### config.mk
export PLATFORM = sky130hd
export DESIGN_NAME = fpu_req_arbiter_flat
export DESIGN_NICKNAME = d
export VERILOG_FILES = /design/src/rtl/fpu_pkg.sv /design/src/rtl/fpu_req_arbiter_if.sv /design/src/rtl/rr_arbiter.sv /design/src/rtl/fpu_req_arbiter.sv /design/src/flat_wrapper.sv
export SDC_FILE = /design/constraint.sdc
export NUM_CORES = 1
export LEC_CHECK = 0
export CAP_MARGIN = 20
export CORE_AREA = 3 3 162 164
export DETAILED_ROUTE_END_ITERATION = 16
export DIE_AREA = 0 0 165 167
export SETUP_SLACK_MARGIN = 0.05
export SLEW_MARGIN = 20
export SYNTH_ARGS = -nofsm -noshare
export SYNTH_HDL_FRONTEND = slang
export SYNTH_SLANG_ARGS = --single-unit
### constraint.sdc
create_clock -name clk -period 2.35 [get_ports clk]
set_input_delay 0.3525 -clock clk [delete_from_list [all_inputs] [get_ports clk]]
set_output_delay 0.3525 -clock clk [all_outputs]
set_load 0.03 [all_outputs]
### src/rtl/fpu_pkg.sv
// Shared types for the FPU request arbiter: opcodes, FSM states and tag-pipe entry.
// Latency: n/a (types only).
// Backpressure: n/a.
package fpu_pkg;

  localparam int OP_W     = 3;
  // Tag entries are sized for the largest supported requester count (8).
  localparam int MAX_ID_W = 3;

  typedef enum logic [OP_W-1:0] {
    ADD = 3'd0,
    SUB = 3'd1,
    MUL = 3'd2,
    DIV = 3'd3
  } fpu_op_e;

  typedef enum logic [1:0] {
    RUN,
    DRAIN,
    QUIESCED
  } arb_state_e;

  typedef struct packed {
    logic                valid;
    logic [MAX_ID_W-1:0] id;
  } tag_t;

endpackage

### src/rtl/fpu_req_arbiter_if.sv
// Bundle of requester, FPU, response and quiesce signals around the FPU arbiter.
// Latency: n/a (wiring only).
// Backpressure: req_ready per requester; FPU and response paths have none.
// Modports: master = arbiter side, slave = requesters/FPU/power-controller side.
interface fpu_req_arbiter_if
  import fpu_pkg::*;
#(
  parameter int NUM_REQ = 4,
  parameter int DATA_W  = 32,
  parameter int ID_W    = $clog2(NUM_REQ)
) ();

  logic [NUM_REQ-1:0]        req_valid;
  logic [NUM_REQ-1:0]        req_ready;
  logic [NUM_REQ*OP_W-1:0]   req_op;
  logic [NUM_REQ*DATA_W-1:0] req_a;
  logic [NUM_REQ*DATA_W-1:0] req_b;

  logic                      fpu_valid_in;
  logic [OP_W-1:0]           fpu_operation;
  logic [DATA_W-1:0]         fpu_operand_a;
  logic [DATA_W-1:0]         fpu_operand_b;
  logic [DATA_W-1:0]         fpu_result;
  logic                      fpu_valid_out;
  logic                      fpu_exception;

  logic                      rsp_valid;
  logic [ID_W-1:0]           rsp_id;
  logic [DATA_W-1:0]         rsp_result;
  logic                      rsp_exception;

  logic                      quiesce_req;
  logic                      quiesce_ack;
  logic                      tag_error;

  modport master (
    input  req_valid, req_op, req_a, req_b,
    input  fpu_result, fpu_valid_out, fpu_exception,
    input  quiesce_req,
    output req_ready,
    output fpu_valid_in, fpu_operation, fpu_operand_a, fpu_operand_b,
    output rsp_valid, rsp_id, rsp_result, rsp_exception,
    output quiesce_ack, tag_error
  );

  modport slave (
    output req_valid, req_op, req_a, req_b,
    output fpu_result, fpu_valid_out, fpu_exception,
    output quiesce_req,
    input  req_ready,
    input  fpu_valid_in, fpu_operation, fpu_operand_a, fpu_operand_b,
    input  rsp_valid, rsp_id, rsp_result, rsp_exception,
    input  quiesce_ack, tag_error
  );

endinterface

### src/rtl/rr_arbiter.sv
// Round-robin picker: first set request at or above i_ptr, wrapping to index 0.
// Latency: combinational.
// Backpressure: none; o_any=0 when no request is set.
// Ports: i_req request vector, i_ptr search start, o_gnt one-hot grant, o_idx encoded winner, o_any.
module rr_arbiter #(
  parameter int N     = 4,
  parameter int IDX_W = $clog2(N)
) (
  input  logic [N-1:0]     i_req,
  input  logic [IDX_W-1:0] i_ptr,
  output logic [N-1:0]     o_gnt,
  output logic [IDX_W-1:0] o_idx,
  output logic             o_any
);

  // Two ascending passes: the upper segment [ptr, N) first, then the wrapped
  // segment [0, ptr). The first hit in that order is the winner.
  always_comb begin
    o_gnt = '0;
    o_idx = '0;
    o_any = 1'b0;
    for (int j = 0; j < N; j++) begin
      if (!o_any && i_req[j] && (IDX_W'(j) >= i_ptr)) begin
        o_any    = 1'b1;
        o_gnt[j] = 1'b1;
        o_idx    = IDX_W'(j);
      end
    end
    for (int j = 0; j < N; j++) begin
      if (!o_any && i_req[j] && (IDX_W'(j) < i_ptr)) begin
        o_any    = 1'b1;
        o_gnt[j] = 1'b1;
        o_idx    = IDX_W'(j);
      end
    end
  end

endmodule

### src/rtl/fpu_req_arbiter.sv
// Shares one pipelined FPU among NUM_REQ requesters (round-robin), tags each issue
//   with its requester ID and returns results with that ID; quiesce drains in-flight work.
// Latency: grant/issue combinational, response = FPU_LATENCY cycles after issue, no added regs.
// Backpressure: req_ready one-hot or zero; responses cannot be stalled.
// Ports: clk, rst_n (sync, active-low), bus (fpu_req_arbiter_if.master).
// Optional: FPU_ARB_PRIO_EN gives requester 0 strict priority over the round-robin.
module fpu_req_arbiter
  import fpu_pkg::*;
#(
  parameter int NUM_REQ     = 4,
  parameter int DATA_W      = 32,
  parameter int FPU_LATENCY = 2,
  parameter int ID_W        = $clog2(NUM_REQ)
) (
  input  logic              clk,
  input  logic              rst_n,
  fpu_req_arbiter_if.master bus
);

  localparam int OUT_W = $clog2(FPU_LATENCY + 1);

  arb_state_e         r_state;
  arb_state_e         w_state_nxt;
  logic [ID_W-1:0]    r_rr_ptr;
  tag_t               r_tag [FPU_LATENCY];
  logic [OUT_W-1:0]   r_outstanding;
  logic [OUT_W-1:0]   w_out_nxt;
  logic               r_tag_error;

  logic [NUM_REQ-1:0] w_rr_gnt;
  logic [ID_W-1:0]    w_rr_idx;
  logic               w_rr_any;
  logic               w_prio;
  logic [NUM_REQ-1:0] w_win_gnt;
  logic [ID_W-1:0]    w_win_idx;
  logic               w_issue;
  logic [OP_W-1:0]    w_op;
  logic [DATA_W-1:0]  w_a;
  logic [DATA_W-1:0]  w_b;
  tag_t               w_tail;
  logic               w_id_bad;
  logic               w_set_err;

  rr_arbiter #(
    .N     (NUM_REQ),
    .IDX_W (ID_W)
  ) u_rr (
    .i_req (bus.req_valid),
    .i_ptr (r_rr_ptr),
    .o_gnt (w_rr_gnt),
    .o_idx (w_rr_idx),
    .o_any (w_rr_any)
  );

`ifdef FPU_ARB_PRIO_EN
  assign w_prio = bus.req_valid[0];
`else
  assign w_prio = 1'b0;
`endif

  assign w_win_gnt = w_prio ? NUM_REQ'(1) : w_rr_gnt;
  assign w_win_idx = w_prio ? '0 : w_rr_idx;
  // A priority hit implies w_rr_any, so the round-robin "any" covers both modes.
  assign w_issue   = (r_state == RUN) && w_rr_any;

  // Operand isolation: the FPU inputs stay at zero unless something is issued.
  always_comb begin
    w_op = '0;
    w_a  = '0;
    w_b  = '0;
    for (int i = 0; i < NUM_REQ; i++) begin
      if (w_issue && w_win_gnt[i]) begin
        w_op = bus.req_op[i*OP_W +: OP_W];
        w_a  = bus.req_a[i*DATA_W +: DATA_W];
        w_b  = bus.req_b[i*DATA_W +: DATA_W];
      end
    end
  end

  assign bus.req_ready     = w_issue ? w_win_gnt : '0;
  assign bus.fpu_valid_in  = w_issue;
  assign bus.fpu_operation = w_op;
  assign bus.fpu_operand_a = w_a;
  assign bus.fpu_operand_b = w_b;

  assign w_tail            = r_tag[FPU_LATENCY-1];
  assign bus.rsp_valid     = bus.fpu_valid_out;
  assign bus.rsp_id        = w_tail.id[ID_W-1:0];
  assign bus.rsp_result    = bus.fpu_result;
  assign bus.rsp_exception = bus.fpu_exception;
  assign bus.quiesce_ack   = (r_state == QUIESCED);
  assign bus.tag_error     = r_tag_error;

  // Tail valid and FPU valid must agree every cycle: either side alone is an
  // orphan result or a dropped one. An out-of-range ID is also a corrupted tag.
  assign w_id_bad  = w_tail.valid && (int'(w_tail.id) >= NUM_REQ);
  assign w_set_err = (bus.fpu_valid_out != w_tail.valid) || w_id_bad;

  always_comb begin
    w_out_nxt = r_outstanding;
    if (w_issue && !w_tail.valid) begin
      w_out_nxt = r_outstanding + 1'b1;
    end else if (!w_issue && w_tail.valid) begin
      w_out_nxt = r_outstanding - 1'b1;
    end
  end

  // DRAIN looks at the post-retire count so the last retiring result and the
  // move to QUIESCED happen in the same cycle.
  always_comb begin
    w_state_nxt = r_state;
    unique case (r_state)
      RUN:      if (bus.quiesce_req) w_state_nxt = DRAIN;
      DRAIN: begin
        if (!bus.quiesce_req)        w_state_nxt = RUN;
        else if (w_out_nxt == '0)    w_state_nxt = QUIESCED;
      end
      QUIESCED: if (!bus.quiesce_req) w_state_nxt = RUN;
      default:                       w_state_nxt = RUN;
    endcase
  end

  always_ff @(posedge clk) begin
    if (!rst_n) begin
      r_state       <= RUN;
      r_rr_ptr      <= '0;
      r_outstanding <= '0;
      r_tag_error   <= 1'b0;
      for (int k = 0; k < FPU_LATENCY; k++) begin
        r_tag[k] <= '0;
      end
    end else begin
      r_state       <= w_state_nxt;
      r_outstanding <= w_out_nxt;
      // Priority grants to requester 0 leave the rotation untouched.
      if (w_issue && !w_prio) begin
        r_rr_ptr <= (w_rr_idx == ID_W'(NUM_REQ-1)) ? '0 : w_rr_idx + 1'b1;
      end
      r_tag[0] <= '{valid: w_issue, id: MAX_ID_W'(w_win_idx)};
      for (int k = 1; k < FPU_LATENCY; k++) begin
        r_tag[k] <= r_tag[k-1];
      end
      if (w_set_err) begin
        r_tag_error <= 1'b1;
      end
    end
  end

endmodule

### src/flat_wrapper.sv
// flat-port wrapper written by rule: the top's interface ports become plain ports
module fpu_req_arbiter_flat import fpu_pkg::*;
#(
  parameter int NUM_REQ     = 4,
  parameter int DATA_W      = 32,
  parameter int FPU_LATENCY = 2,
  parameter int ID_W        = $clog2(NUM_REQ)
)
  (clk, rst_n, bus_req_valid, bus_req_op, bus_req_a, bus_req_b, bus_fpu_result, bus_fpu_valid_out, bus_fpu_exception, bus_quiesce_req, bus_req_ready, bus_fpu_valid_in, bus_fpu_operation, bus_fpu_operand_a, bus_fpu_operand_b, bus_rsp_valid, bus_rsp_id, bus_rsp_result, bus_rsp_exception, bus_quiesce_ack, bus_tag_error);
  fpu_req_arbiter_if #(.NUM_REQ(NUM_REQ), .DATA_W(DATA_W), .ID_W(ID_W)) bus_i ();
  input  logic clk;
  input  logic rst_n;
  input wire logic [$bits(bus_i.req_valid)-1:0] bus_req_valid;
  input wire logic [$bits(bus_i.req_op)-1:0] bus_req_op;
  input wire logic [$bits(bus_i.req_a)-1:0] bus_req_a;
  input wire logic [$bits(bus_i.req_b)-1:0] bus_req_b;
  input wire logic [$bits(bus_i.fpu_result)-1:0] bus_fpu_result;
  input wire logic [$bits(bus_i.fpu_valid_out)-1:0] bus_fpu_valid_out;
  input wire logic [$bits(bus_i.fpu_exception)-1:0] bus_fpu_exception;
  input wire logic [$bits(bus_i.quiesce_req)-1:0] bus_quiesce_req;
  output wire logic [$bits(bus_i.req_ready)-1:0] bus_req_ready;
  output wire logic [$bits(bus_i.fpu_valid_in)-1:0] bus_fpu_valid_in;
  output wire logic [$bits(bus_i.fpu_operation)-1:0] bus_fpu_operation;
  output wire logic [$bits(bus_i.fpu_operand_a)-1:0] bus_fpu_operand_a;
  output wire logic [$bits(bus_i.fpu_operand_b)-1:0] bus_fpu_operand_b;
  output wire logic [$bits(bus_i.rsp_valid)-1:0] bus_rsp_valid;
  output wire logic [$bits(bus_i.rsp_id)-1:0] bus_rsp_id;
  output wire logic [$bits(bus_i.rsp_result)-1:0] bus_rsp_result;
  output wire logic [$bits(bus_i.rsp_exception)-1:0] bus_rsp_exception;
  output wire logic [$bits(bus_i.quiesce_ack)-1:0] bus_quiesce_ack;
  output wire logic [$bits(bus_i.tag_error)-1:0] bus_tag_error;
  assign bus_i.req_valid = bus_req_valid;
  assign bus_i.req_op = bus_req_op;
  assign bus_i.req_a = bus_req_a;
  assign bus_i.req_b = bus_req_b;
  assign bus_i.fpu_result = bus_fpu_result;
  assign bus_i.fpu_valid_out = bus_fpu_valid_out;
  assign bus_i.fpu_exception = bus_fpu_exception;
  assign bus_i.quiesce_req = bus_quiesce_req;
  assign bus_req_ready = bus_i.req_ready;
  assign bus_fpu_valid_in = bus_i.fpu_valid_in;
  assign bus_fpu_operation = bus_i.fpu_operation;
  assign bus_fpu_operand_a = bus_i.fpu_operand_a;
  assign bus_fpu_operand_b = bus_i.fpu_operand_b;
  assign bus_rsp_valid = bus_i.rsp_valid;
  assign bus_rsp_id = bus_i.rsp_id;
  assign bus_rsp_result = bus_i.rsp_result;
  assign bus_rsp_exception = bus_i.rsp_exception;
  assign bus_quiesce_ack = bus_i.quiesce_ack;
  assign bus_tag_error = bus_i.tag_error;
  fpu_req_arbiter #(.NUM_REQ(NUM_REQ), .DATA_W(DATA_W), .FPU_LATENCY(FPU_LATENCY), .ID_W(ID_W)) u_core (.clk(clk), .rst_n(rst_n), .bus(bus_i));
endmodule
==> results of run 1 <==
## placed cells by master (no fill, tap or decap), drive strengths merged, types with 2 or more instances in the layout
cell type | Yosys | layout
a31oi | 28 | 28
xnor2 | 2 | 2
nor3 | 41 | 41
nor2 | 7 | 7
a21oi | 3 | 3
nor2b | 5 | 5
nand2 | 5 | 5
o21a | 3 | 3
a311oi | 41 | 41
clkbuf | 32 | 14
and2 | 5 | 5
o21bai | 2 | 2
nand3 | 27 | 27
or2 | 3 | 3
buf | 74 | 178
clkdlybuf4s50 | 0 | 276
dfxtp | 13 | 13
a32oi | 67 | 67
inv | 4 | 4
o21ai | 70 | 70
## through the flow
step / setup slack (ps) / std cells / setup TNS, ps
after CTS: -39.4 / 1117 / -522
final: -35.4 / 1144 / -248
after global placement: -395 / 1088 / -20940
after detailed placement: -427 / 1088 / -22830
after global routing: -105 / 1144 / -3130
after floorplan: 154 / 451 / 0
## worst min path at each step
| stage | from | to | slack [ps] | cells past startpoint |
|---|---|---|---|---|
| floorplan | u_core.r_tag[0][3] | u_core.r_tag[0][7] | 410 | 1 |
| global placement | u_core.r_tag[0][3] | u_core.r_tag[0][7] | 410 | 1 |
| detailed placement | u_core.r_tag[0][3] | u_core.r_tag[0][7] | 410 | 1 |
| CTS | u_core.r_tag[0][3] | u_core.r_tag[0][7] | 420 | 1 |
| global route | u_core.r_tag[0][1] | u_core.r_tag[0][5] | 440 | 1 |
| finish | u_core.r_tag[0][3] | u_core.r_tag[0][7] | 420 | 1 |
## registers in the layout, summed over array words and instances (netlist names)
signal and cells:
u_core.r_rr_ptr 2, u_core.r_tag 6, u_core.bus.tag_error 1, u_core.r_outstanding 2, u_core.r_state 2
## final cells by class
cell class              instances  share of cell area, %
well taps                     330                   4.61
repair buffers                465                   57.9
flip-flops and latches         13                   2.99
multi-input cells             328                   33.4
clock buffers                   4                  0.881
inverters                       4                  0.168
## what timing repair did
action,4_1_cts,5_1_grt
buffers inserted,15,18
gates resized for setup,103,97
hold buffers,0,0
hold endpoints to repair,0,0
pin swaps,48,57
setup endpoints to repair,72,68
gates cloned,10,12
## where the power goes
part | total [mW] | leakage (nW) | internal, mW | switching [mW]
registers | 0.269 | 0.109 | 0.249 | 0.0198
clock network | 0.314 | 0.0382 | 0.228 | 0.0863
logic | 3.76 | 2.97 | 1.91 | 1.85
## kinds of logic after synthesis
| group | count (synthesis) |
|---|---|
| flops | 13 |
| compound gates | 222 |
| buf+inv | 110 |
| simple gates | 103 |
| xor+xnor | 3 |
## layer usage
layer	part of all wire (%)	up-vias	track usage, %
met4	2.1	2	3.50
met5	0.050	-	0
met2	48	289	27.1
met1	42	2700	19.4
li1	-	2569	-
met3	7.7	36	2.96
==> impl_metrics.ini, run 1 <==
[yosys]
synth_top_area_share_pct = 18.6
synth_fa_ha_area_share_pct = 0
yosys.area_share.simple_pct = 18.4
synth_edf_count = 0
synth-seq-cells = 13
synth_top_area_cell = a32oi_1
syn_inst = 451
synth-compound-area-share_pct = 51.5
yosysSeqAreaShare_pct = 8.25
synth_most_common_cell = o21ai_0
syn_nets = 760
avgSynthCellArea_um2 = 6.99
synthArstFlopShare_pct = 0
ys_top_cells_by_area = a32oi_1 19%, a311oi_1 11%, o21ai_0 11%
synth_cell_types = 46
ys.flop_type = dfxtp_1
muxShareOfSynthArea_pct = 0
yosys.area_share.xor_xnor_pct = 0.833
synth_top_family_by_area = compound AO/OA/AOI/OAI gates
synth_commonest_cells = 68 x o21ai_0, 67 x a32oi_1, 43 x buf_4, 41 x a311oi_1, 41 x nor3_1
synth_warnings = 0
synth_area_um2 = 3150

[power_and_ir_drop]
powerDensity_nw_per_um2 = 485
leakagePower_nw = 3.11
ir_worst_vdd_uv = 369
power_mw = 4.34

[critical_path]
r2r-start = u_core.r_state[1]
cp_num_buf_inv = 5
crit_type = primary input to primary output
critPathSlowestCell = or3_4
cp_max_fo = 8
r2r_end = u_core.r_rr_ptr[1]
r2r_setup_slack_ps = 630
cp-end-kind = primary output
crit_end = bus_fpu_operand_a[17]
required_ps = 2000
startpoint = bus_req_valid[3]
crit_top_cell = buf_12
path_cells = buf_2 -> or3_4 -> o221ai_4 -> buf_12 -> buf_12 -> buf_16 -> a32oi_1 -> a311oi_2 -> buf_4
worstRegToRegCells = 7
cp.depth = 9
arrival_ps = 2030
max_stage_delay_ps = 400
start_kind = primary input
cp_top_family = buffers and inverters

[grt]
gr-usage-all-layers_pct = 15.5
grt_overflow_total = 0
first_global_vias = 5364
antenna_found_initial = 2
grt_max_degree = 39
grt_pass1_wl_um = 32700

[finish]
nNetsFinal = 1124
regArea_um2 = 268
syn_to_final_growth_pct = 184
drive_above_1_share_pct = 40.7
fill_cells = 2598
antenna_cells = 0
design_area_um2 = 8950
fin_util_pct = 35.7
multiInputGateArea_um2 = 2990

[drt]
viasPerCell = 4.89
route.detailed.drc = 0
vias = 5596
first_pass_iters = 4
ant_nets = 0
routedWlPerCell_um = 22.9
routed_wl_um = 26200
drt_iter0_drc = 272

[sta]
report.final.hold_viol_count = 0
period_needed_ps = 2390
setup_ws_ps = -35.4
slew_headroom_pct = 70.2
finalMaxSlewViolations = 0
rsz0062_at_grt = true
worstMarginPinSlew_ps = 448
fmax_mhz = 419
skew_ps = 2.03
post-route-period-util_pct = 102
whs_ps = 419
finalSetupViolCount = 20

[run]
drv_cap = 0

[clock_network]
tritoncts = yes
cts_made_buffers = 3
clock-sinks = 13
cts_buffer_depth = 2
clock_latency_ps = 240
clockRootBuffer = clkbuf_16
path_clk_slew_ps = 40
cts_max_level = 1

[die]
ios = 419
die_y_um = 167
rows = 58
initial_core_util_pct = 12.6
die_x_um = 165
dieArea_um2 = 27600
coreArea_um2 = 25000

[run_status]
status = finished, violations left
violations = negative setup slack

[place]
io_buffer_count = 352
place.gp.congestion = 0.858
postPlaceCellArea_um2 = 7470
dp_hpwl_um = 16700

[worst_hold_path]
min_path_type = register to register
(Power assumes the default switching activity.)
==> inputs of run 2 (changes only) <==
- SYNTH_HIERARCHICAL: default -> 1
==> run 2 against run 1 <==
Net effect:
- the flow still finishes with violations (negative setup slack)
- design area grew 3.2%
- worst setup slack lost 280 ps
- wire length shrank 16%
- global-route usage shrank 1.7 points
- worst hold slack gained 11 ps
- clock-buffer cell count is the same
- register-to-register slack gained 30 ps
- largest cell class unchanged
- largest power group unchanged
- highest routed layer is now met4
==> impl_metrics.ini, run 2 <==
[finish]
top_register = u_core/r_tag
final_common_cell = clkdlybuf4s50_1
nNetsFinal = 1239
largest_reg_flops = 6
most-common-layout-cells = 276 x clkdlybuf4s50_1, 78 x buf_6, 75 x nand2_1
fill_cells = 2582
multiInputGateArea_um2 = 3320
drive_above_1_share_pct = 29.3
regArea_um2 = 268
syn_to_final_growth_pct = 154
antenna_cells = 0

[drt]
highest_layer = met4
viasPerCell = 4.51
first_pass_iters = 4
wl_met1_um = 8100
drt_iter0_drc = 228
vias = 5678
met2WireLength_um = 11100
routedWlPerCell_um = 17.4
route.detailed.drc = 0
met3_length_um = 1870
ant_nets = 0
routed_wl_um = 21900

[worst_hold_path]
min_path_type = register to register
holdPathStages = 1

[yosys]
ys_top_cells_by_area = a21oi_1 19%, a221o_1 18%, nand3b_1 14%
synth_cell_types = 39
synth-compound-area-share_pct = 40.7
synth_top_area_cell = a21oi_1
synth_edf_count = 0
synth_warnings = 6
synth_top_family_by_area = compound AO/OA/AOI/OAI gates
yosys.area_share.xor_xnor_pct = 0.723
syn_inst = 582
synth_area_um2 = 3630
synth_top_area_share_pct = 18.9
yosysSeqAreaShare_pct = 7.16
synth_most_common_cell = a21oi_1
muxShareOfSynthArea_pct = 0.826
syn_nets = 892
synth-seq-cells = 13
synth_fa_ha_area_share_pct = 0.344
synth_commonest_cells = 137 x a21oi_1, 75 x nand2_1, 69 x inv_1, 68 x nand3b_1, 67 x a221o_1
avgSynthCellArea_um2 = 6.24
yosys.area_share.simple_pct = 26.5
synthArstFlopShare_pct = 0
ys.flop_type = dfxtp_1

[die]
dieArea_um2 = 27600
ios = 419
die_x_um = 165
die_y_um = 167
coreArea_um2 = 25000
rows = 58
initial_core_util_pct = 14.5

[place]
dp_hpwl_um = 15800
place.gp.congestion = 0.810
post-place-ws_ps = -569
io_buffer_count = 352

[clock_network]
clockRootBuffer = clkbuf_16
tritoncts = yes
cts_made_buffers = 3
cts_max_level = 1
holdBufCountCts = 0
path_clk_slew_ps = 40
clock_latency_ps = 240
cts_buffer_depth = 2
clock-sinks = 13

[sta]
period_needed_ps = 2660
slew_headroom_pct = 67.0
post-route-period-util_pct = 113
setup_ws_ps = -314
skew_ps = 0.442
rsz0062_at_grt = true
fmax_mhz = 375
worstMarginPinSlew_ps = 495
finalMaxSlewViolations = 0
whs_ps = 430
finalSetupViolCount = 67
report.final.hold_viol_count = 0

[grt]
grt_overflow_total = 0
antenna_found_initial = 0
gr-usage-all-layers_pct = 13.8
first_global_vias = 5779
grt_pass1_wl_um = 30800
grt_max_degree = 60

[power_and_ir_drop]
powerDensity_nw_per_um2 = 503
leakagePower_nw = 3.51
power_mw = 4.65
ir_worst_vdd_uv = 274

[critical_path]
crit_type = register to primary output
worstRegToRegCells = 7
required_ps = 2000
arrival_ps = 2310
cp-end-kind = primary output
cp_max_fo = 6
start_kind = register

[run_status]
violations = negative setup slack
status = finished, violations left

[run]
drv_cap = 0
## run 2: cell count changes after synthesis, sizes merged, moves of 11 or more
cell,change
a21oi,+134
a221o,+67
a311oi,-41
a31oi,-28
a32oi,-67
buf,-11
inv,+65
nand2,+70
nand3,-27
nand3b,+67
nor3,-40
o21ai,-68
## run 2: cells by family after synthesis
kind of cell | count (synthesis)
multiplexers | 3
AND/OR/NAND/NOR | 171
adder cells (fa/ha/maj) | 1
buffers and inverters | 172
AO/OA/AOI/OAI | 219
flip-flops | 13
XOR/XNOR | 3
## run 2: metal layers
layer | global-route usage [%] | vias to the layer above
met5 | 0 | -
met4 | 5.29 | 0
met3 | 2.99 | 54
met2 | 25.7 | 293
met1 | 14.9 | 2609
li1 | - | 2722
## run 2: final cells by class
type,count,area share (%)
Clock buffer,4,0.854
Sequential cell,13,2.90
Timing Repair Buffer,444,53.1
Multi-Input combinational cell,398,35.9
Tap cell,330,4.47
Inverter,69,2.80
## run 2: per-stage QoR
step                setup TNS, ps  std cells  cell area (um^2)  utilization [%]
detailed placement         -34250       1225              8200             32.8
floorplan                   -79.7        582              4310                -
CTS                        -15750       1245              8900             35.5
global route               -19390       1258              9240             36.9
global placement           -35450       1225              8200             32.8
finish                     -13690       1258              9240             36.9
## run 2: timing repair
| action | 4_1_cts | 5_1_grt |
|---|---|---|
| pin swaps | 11 | 21 |
| setup buffers | 10 | 6 |
| gates resized for setup | 107 | 29 |
| endpoints found under the setup margin | 72 | 72 |
| gates cloned | 6 | 7 |
## run 2: worst max-delay path: stages (launching register included)
cell and delay, ps:
dfxtp_4 350, buf_6 130, nor2b_4 120, o21ai_4 80, and3_4 210, buf_12 150
buf_12 130, nand3b_1 150, a221o_1 360, a21oi_4 230, buf_12 150
## run 2: power breakdown
part / internal [mW] / switching [mW] / total (mW)
Sequential: 0.252 / 0.0283 / 0.280
Combinational: 2.13 / 1.93 / 4.06
Clock: 0.228 / 0.0851 / 0.313
Total: 2.61 / 2.04 / 4.65
## run 2: worst paths after layout
path	slack, ps	endpoint	startpoint
max	-310	bus_fpu_operand_b[19]	u_core/r_rr_ptr[0]
min	430	u_core/r_tag[0][5]	u_core/r_tag[0][1]
max reg2reg	660	u_core/r_rr_ptr[0]	u_core/r_rr_ptr[0]
min reg2reg	430	u_core/r_tag[0][5]	u_core/r_tag[0][1]
